<file path="src/rtl/traffic_control_n.sv">
// traffic_control_n: N-way round-robin traffic signal controller.
//
// Each approach is given GREEN and then YELLOW in turn, with an ALL_RED
// clearance phase between any two greens. With SKIP_EMPTY set, approaches
// whose sense bit is low are passed over. An emergency request forces green
// onto a chosen approach; the current green is first run out through yellow
// and all-red.
//
// Ports:
//   clk      - rising-edge clock
//   rst_a    - synchronous active-high reset
//   sense    - per-approach vehicle-present flags
//   emg_req  - emergency preemption request (level)
//   emg_dir  - approach to receive the emergency green
//   lights   - 3-bit lamp code per approach (000 red, 001 green, 010 yellow)
//   cur_dir  - approach that owns, or last owned, the green
//   phase    - 00 ALL_RED, 01 GREEN, 10 YELLOW, 11 EMERG
module traffic_control_n #(
    parameter int unsigned NUM_DIR    = 4,
    parameter int unsigned DIR_W      = 2,
    parameter int unsigned CNT_W      = 8,
    parameter int unsigned GREEN_CYC  = 8,
    parameter int unsigned YELLOW_CYC = 4,
    parameter int unsigned ALLRED_CYC = 2,
    parameter int unsigned SKIP_EMPTY = 1
) (
    input  logic                   clk,
    input  logic                   rst_a,
    input  logic [NUM_DIR-1:0]     sense,
    input  logic                   emg_req,
    input  logic [DIR_W-1:0]       emg_dir,
    output logic [3*NUM_DIR-1:0]   lights,
    output logic [DIR_W-1:0]       cur_dir,
    output logic [1:0]             phase
);

    typedef enum logic [1:0] {
        PhAllRed = 2'b00,
        PhGreen  = 2'b01,
        PhYellow = 2'b10,
        PhEmerg  = 2'b11
    } phase_e;

    localparam logic [CNT_W-1:0] GreenLast  = CNT_W'(GREEN_CYC - 1);
    localparam logic [CNT_W-1:0] YellowLast = CNT_W'(YELLOW_CYC - 1);
    localparam logic [CNT_W-1:0] AllRedLast = CNT_W'(ALLRED_CYC - 1);
    localparam logic [DIR_W-1:0] LastDir    = DIR_W'(NUM_DIR - 1);

    phase_e             phase_q, phase_d;
    logic [DIR_W-1:0]   cur_dir_q, cur_dir_d;
    logic [CNT_W-1:0]   count_q, count_d;

    logic               emg_valid;
    logic [DIR_W-1:0]   next_rr;
    logic               scan_found;
    logic [DIR_W-1:0]   scan_dir;
    int unsigned        scan_idx;
    logic [NUM_DIR-1:0] sense_sh;

    // An out-of-range emergency direction counts as no request at all.
    assign emg_valid = emg_req && (32'(emg_dir) < NUM_DIR);
    assign next_rr   = (cur_dir_q == LastDir) ? '0 : cur_dir_q + 1'b1;

    // Round-robin search starting just after cur_dir and ending on cur_dir.
    always_comb begin
        scan_found = 1'b0;
        scan_dir   = cur_dir_q;
        scan_idx   = 0;
        sense_sh   = '0;
        for (int unsigned i = 1; i <= NUM_DIR; i++) begin
            scan_idx = (32'(cur_dir_q) + i) % NUM_DIR;
            sense_sh = sense >> scan_idx;
            if (!scan_found && sense_sh[0]) begin
                scan_found = 1'b1;
                scan_dir   = DIR_W'(scan_idx);
            end
        end
    end

    always_comb begin
        phase_d   = phase_q;
        cur_dir_d = cur_dir_q;
        count_d   = count_q;
        unique case (phase_q)
            PhAllRed: begin
                if (count_q != AllRedLast) begin
                    count_d = count_q + 1'b1;
                end else if (emg_valid) begin
                    phase_d   = PhEmerg;
                    cur_dir_d = emg_dir;
                    count_d   = '0;
                end else if (SKIP_EMPTY == 0) begin
                    phase_d   = PhGreen;
                    cur_dir_d = next_rr;
                    count_d   = '0;
                end else if (scan_found) begin
                    phase_d   = PhGreen;
                    cur_dir_d = scan_dir;
                    count_d   = '0;
                end
                // Nobody waiting: hold at expiry and re-evaluate every cycle.
            end
            PhGreen: begin
                if (emg_valid) begin
                    phase_d = (emg_dir == cur_dir_q) ? PhEmerg : PhYellow;
                    count_d = '0;
                end else if (count_q == GreenLast) begin
                    phase_d = PhYellow;
                    count_d = '0;
                end else begin
                    count_d = count_q + 1'b1;
                end
            end
            PhYellow: begin
                if (count_q == YellowLast) begin
                    phase_d = PhAllRed;
                    count_d = '0;
                end else begin
                    count_d = count_q + 1'b1;
                end
            end
            PhEmerg: begin
                // A retargeted request must clear through yellow like a release.
                if (!(emg_valid && emg_dir == cur_dir_q)) begin
                    phase_d = PhYellow;
                    count_d = '0;
                end
            end
        endcase
    end

    always_ff @(posedge clk) begin
        if (rst_a) begin
            phase_q   <= PhAllRed;
            cur_dir_q <= LastDir;
            count_q   <= '0;
        end else begin
            phase_q   <= phase_d;
            cur_dir_q <= cur_dir_d;
            count_q   <= count_d;
        end
    end

    always_comb begin
        lights = '0;
        for (int unsigned k = 0; k < NUM_DIR; k++) begin
            if (32'(cur_dir_q) == k) begin
                unique case (phase_q)
                    PhGreen, PhEmerg: lights[3*k +: 3] = 3'b001;
                    PhYellow:         lights[3*k +: 3] = 3'b010;
                    PhAllRed:         lights[3*k +: 3] = 3'b000;
                endcase
            end
        end
    end

    assign cur_dir = cur_dir_q;
    assign phase   = phase_q;

endmodule

</file>
<file path="config.mk">
export PLATFORM = sky130hd
export DESIGN_NAME = traffic_control_n
export DESIGN_NICKNAME = d
export VERILOG_FILES = /design/src/rtl/traffic_control_n.sv
export SDC_FILE = /design/constraint.sdc
export NUM_CORES = 1
export LEC_CHECK = 0
export CAP_MARGIN = 20
export CORE_ASPECT_RATIO = 1.25
export CORE_MARGIN = 8
export CORE_UTILIZATION = 45
export DETAILED_ROUTE_END_ITERATION = 16
export PLACE_DENSITY = 0.87
export SLEW_MARGIN = 20
export SYNTH_ARGS = -nofsm -noshare
export SYNTH_HDL_FRONTEND = slang
export SYNTH_SLANG_ARGS = --single-unit
</file>
<file path="constraint.sdc">
create_clock -name clk -period 2.26 [get_ports clk]
set_input_delay 0.226 -clock clk [delete_from_list [all_inputs] [get_ports clk]]
set_output_delay 0.226 -clock clk [all_outputs]
set_load 0.02 [all_outputs]
</file>
Word-level counts from Yosys, hierarchy flattened
Cells that the tools add are included.

Muxes and demuxes: 32. Bitwise logic cells: 1. Eq/ne operators: 16. Reduce and logical (&&, ||, !) cells: 15. Shifts and indexed selects: 4. Add/sub/neg operators: 5.

Operators with widths (count): $mux W8 (7); $pmux W8 S4 (1); $mux W2 (13); $shr A4 B2 Y1 (4); $mux W3 (4); $pmux W3 S3 (1); $add A8 B1 Y8 const B (1); $eq A2 B2 Y1 const B (4); $eq A8 B2 Y1 const B (1); $eq A8 B3 Y1 const B (1); $ne A8 B1 Y1 const B (1); $pmux W2 S4 (1); $ne A2 B2 Y1 const B (3); $ne A3 B3 Y1 const B (2); $mux W1 (5); $reduce_and A5 Y1 (1); $reduce_bool A5 Y1 (1); $add A2 B1 Y2 const B (2); $add A2 B2 Y2 const B (2); $eq A2 B1 Y1 const B (2); $logic_and A1 B1 Y1 (4); $logic_not A2 Y1 (2); $ne A4 B4 Y1 const B (1); $reduce_and A4 Y1 (1); other kinds (6) (8).

Word-level logic and storage cells: 76. Flip-flop bits (word level): 12. Output and inout bits: 16.

Depth between registers and ports, before layout
Depth after elaboration: 16. Gate-level depth with buffers: 9. Mapped depth without buffers: 7.

Worst setup path before layout
Ideal clock, no wire load.

Kind: register to register. From: register cur_dir_q[1], in the netlist cur_dir[1]. To: register count_q[3]. Setup time: 0.086 ns. Clock period less this slack: 2.528 ns. Stages on the path, launching flop included: 9. Buffers on the path: 2. Slack: -0.268 ns. Arrival time: 2.442 ns. Path through: dfxtp_1 -> buf_2 -> inv_1 -> ha_1 -> clkbuf_1 -> mux4_2 -> a2111oi_4 -> a21boi_2 -> a211oi_1.

Word-level cells in the longest chain between the ends: 14. Elaborated cells between the ends (all ways): 23. Classes of those cells: 4 x add/sub; 3 x eq/ne; 4 x shift; 4 x mux; 8 x reduce/logical.

Ends and longest elaborated chain: start: declaration (RTL line 50) `logic [DIR_W-1:0] cur_dir_q, cur_dir_d;`; start signal: assignment (RTL line 135) `cur_dir_q <= LastDir;`; start signal: assignment (RTL line 139) `cur_dir_q <= cur_dir_d;`; $add A2 B1 Y2 (RTL line 71) `scan_idx = (32'(cur_dir_q) + i) % NUM_DIR;`; $shr A4 B2 Y1 (RTL line 72) `sense_sh = sense >> scan_idx;`; $mux W1 (RTL line 73) `if (!scan_found && sense_sh[0]) begin`; $logic_not A1 Y1 (RTL line 73); $logic_and A1 B1 Y1 (RTL line 73); $mux W1 (RTL line 73); $logic_not A1 Y1 (RTL line 73); $logic_and A1 B1 Y1 (RTL line 73); $mux W1 (RTL line 73); $logic_not A1 Y1 (RTL line 73); $logic_and A1 B1 Y1 (RTL line 73); $mux W1 (RTL line 73); $ne A4 B4 Y1 (no line); $reduce_and A2 Y1 (no line) *; end signal: assignment (RTL line 140) `count_q <= count_d;`; end: declaration (RTL line 51) `logic [CNT_W-1:0] count_q, count_d;`.

Every way passes the cells marked *; elsewhere a longest branch is shown, timed or not. A chain may end at the register's enable or synchronous reset.

Worst setup path in the final report
From: register phase_q[1], in the netlist phase[1]. To: output port lights[10].

Word-level cells in the longest chain between the ends: 4. Elaborated cells between the ends (all ways): 7. Classes of those cells: 3 x eq/ne; 2 x mux; 2 x reduce/logical.

Ends and longest elaborated chain: start: declaration (RTL line 49) `phase_e phase_q, phase_d;`; start signal: assignment (RTL line 134) `phase_q <= PhAllRed;`; start signal: assignment (RTL line 138) `phase_q <= phase_d;`; $eq A2 B1 Y1 or $eq A2 B2 Y1 (tied branches) (RTL line 148) `unique case (phase_q)`; $reduce_or A2 Y1 (RTL line 148); $pmux W3 S3 * (RTL line 148); $mux W3 * (RTL line 147) `if (32'(cur_dir_q) == k) begin`; end: declaration (RTL line 32) `output logic [3*NUM_DIR-1:0] lights,`.

Every way passes the cells marked *; elsewhere a longest branch is shown, timed or not. The select of a mux whose other input is x is not followed.

==> parameters.txt <==
Parameter                              Value

Clock network
  Maximum number of buffers from clock root to sink ... 2
  Hold Buf Count CTS ... 0
  Total number of H-tree levels ... 1
  Clock Pin Slew Worst Setup and Hold Paths ... 80 ps
  Clock Latency Late Sink ... 290 ps
  Number of gates resized after CTS ... 0
  TritonCTS clock tree ... built
  Clock buffer count from CTS ... 3
  Clock sink count ... 12
  Clock tree root buffer cell ... clkbuf_4
  Post-CTS setup repair buffer count ... 0

Route
  DR iter-0 viols ... 48
  Post-Route WL ... 3.26 mm
  Length of the first detailed-routing pass in iterations ... 5
  Post-detailed-route wirelength per cell ... 16.6 um
  Total vias in the final route ... about 1200
  Count of nets left with antenna violations after detail routing ... 0
  Drc violations ... 0
  Vias per std cell ... 5.88

Global routing
  Met3 demand-to-capacity share in global routing ... 0.0317
  Global-route wire length before repair ... between 5 and 6 mm
  GRT met2 Usage ... 0.272
  Largest net degree at the start of global routing ... 13
  Met1 track demand over resource ... 0.159
  Top Usage Layer GRT ... met2
  Antenna violations before repair ... 0
  Residual overflow from global routing ... 0
  Via count of the first global-routing pass ... 1120
  Total routing resource utilization after global routing ... 0.151

Floorplan
  Die Footprint ... around 4500 um^2
  Vert. Die Dim ... approximately 73 um
  Total I/O pin count ... 25
  Floorplan core area ... 2450 um^2
  # rows ... 20
  Width of the chip ... 61.4 um
  Starting utilization of the core area ... 0.472

Timing
  Number of setup violations in the final report ... 0
  Max-slew violations ... 0
  Hold Slack ... 540 ps
  Final period util ... 0.930
  Timing-limited maximum frequency ... 476 MHz
  Final Skew ... 2.51 ps
  Hold violation total from the final report ... 0
  Final Critical Period ... 2100 ps
  Setup Total Neg Slack ... 0 ps
  Setup repair after global routing missed its margin ... no
  Final worst-path setup slack ... 157 ps

Worst hold path
  Worst hold path type ... register to register
  Hold Crit Depth ... 2

Place
  Worst slack, placed ... 87.3 ps
  Port-buffer cells ... 20
  Instance count after placement with tap cells included ... 192
  Final GP Congestion ... 0.870
  Post-place instance area ... approximately 1400 um^2
  DP Wirelength ... 2.58 mm

Critical path
  Number of cells traversed by the worst register-to-register path ... 6
  Required time worst endpoint ... about 2000 ps
  Flop-to-flop setup slack ... roughly 170 ps
  Maximum net fanout on the critical path ... 8
  Type of destination of the critical path ... output port
  Critical Path AT ... 1880 ps
  Kind of critical path ... register to output port
  Launching element type of the critical path ... register

Power
  Worst IR drop on VDD ... 0.000752 V
  Power, Total ... ~1.5 mW
  Power density cells ... between 1000 and 1500 nW/um^2
  Leakage ... 0.539 nW

Synthesis
  Synth Flop Type ... dfxtp_1
  Sequential share of the synthesized area ... 0.207
  Post-synthesis cell type with the largest combined area ... dfxtp_1
  Synthesized netlist cell count ... 136
  Post-synthesis instance area ... 1160 um^2
  Biggest area contributors in the synthesized netlist ... dfxtp_1 (21%), ha_1 (6.5%), and2_1 (4.9%)
  Number of distinct standard cells referenced by the synthesized netlist ... 48
  Post-Syn Area per Cell ... 8.52 um^2
  EDFF count, synth ... 0
  Flops & latches, synth ... 12
  Async set-or-reset flop fraction in the synthesized netlist ... 0
  Top-area cell type share of the netlist area ... 0.207
  Number of warnings printed during yosys synthesis ... 0

Job
  Reported max-cap violation count ... 0

Outcome
  Outcome ... finished clean

Layout
  Final Non-Filler Cells ... 196
  Synthesis-to-finish area growth ... 25.8%
  Filler Cells Inserted ... 237
  Final layout net count ... around 180
  Number of diodes ... 0
  Cell area after layout ... 1460 um^2
  Share of post-route cells with drive strength above 1 ... 0.160
  Final Util ... 0.594
-- final cells by class --
cell class / instances / area (um^2) / share of cell area
Multi-Input combinational cell: 111 / 851 / 0.584
Timing Repair Buffer: 29 / 268 / 0.184
Sequential cell: 12 / 245 / 0.168
Tap cell: 33 / 41.3 / 0.0283
Clock buffer: 4 / 26.3 / 0.0180
Inverter: 7 / 26.3 / 0.0180
-- power breakdown --
part / internal (mW) / switching (mW) / leakage (nW)
Sequential: 0.267 / 0.0590 / 0.0973
Combinational: 0.465 / 0.585 / 0.427
Clock: 0.0688 / 0.0833 / 0.0150
-- worst paths after layout --
path,end,start
min,count_q[1],count_q[1]
max reg2reg,count_q[6],cur_dir[0]
max,lights[10],phase[1]
min reg2reg,count_q[1],count_q[1]
-- worst max-delay path, stage by stage, from the launching register on --
cell,delay [ps]
dfxtp_1,470
inv_1,150
nor2_2,210
and2_1,150
clkdlybuf4s50_1,610
-- synth_stat cells (3+ instances only) --
cell type and count:
o21ai_0 6, inv_1 7, buf_4 4, nor2_1 8, nand3_1 4, nand4_1 4
dfxtp_1 12, and2_1 9, nand2_1 9, ha_1 6, a21oi_1 6, nor2b_1 3
mux2i_1 4, a211oi_1 5, xor2_1 5
-- sequential cells by signal, indices dropped and copies added (netlist names) --
| register | flops |
|---|---|
| count_q | 8 |
| cur_dir | 2 |
| phase | 2 |
-- per-layer routing --
metal  part of all wire  vias to the layer above
li1                   -                      559
met1               0.40                      551
met2               0.51                       36
met3              0.076                        7
met4              0.019                        0
met5                  0                        -
-- kinds of logic (layout without fill, tap and decap cells) --
group	after synthesis	count (layout)	share of synthesized area
xor gates and xnor gates	7	7	0.0529
and+or+nand+nor	47	47	0.235
DFF	12	12	0.207
buffers and inverters	16	40	0.0724
muxes	6	6	0.0734
other	1	4	0.00324
adders and majority gates	6	6	0.0648
AOI/OAI and AO/OA	41	41	0.291
-- cells in the final DEF (no fill, tap or decap), types with 3 or more instances in the layout --
cell type / count
conb_1: 4
nand2_1: 9
inv_1: 7
xor2_1: 5
dfxtp_1: 10
nor2_1: 7
clkbuf_4: 3
mux2i_1: 4
buf_4: 9
ha_1: 5
a21oi_1: 6
nand4_1: 4
a211oi_1: 5
and2_1: 9
clkdlybuf4s50_1: 20
o21ai_0: 6
nand3_1: 4
nor2b_1: 3
Power figures use the tool's default switching activity.
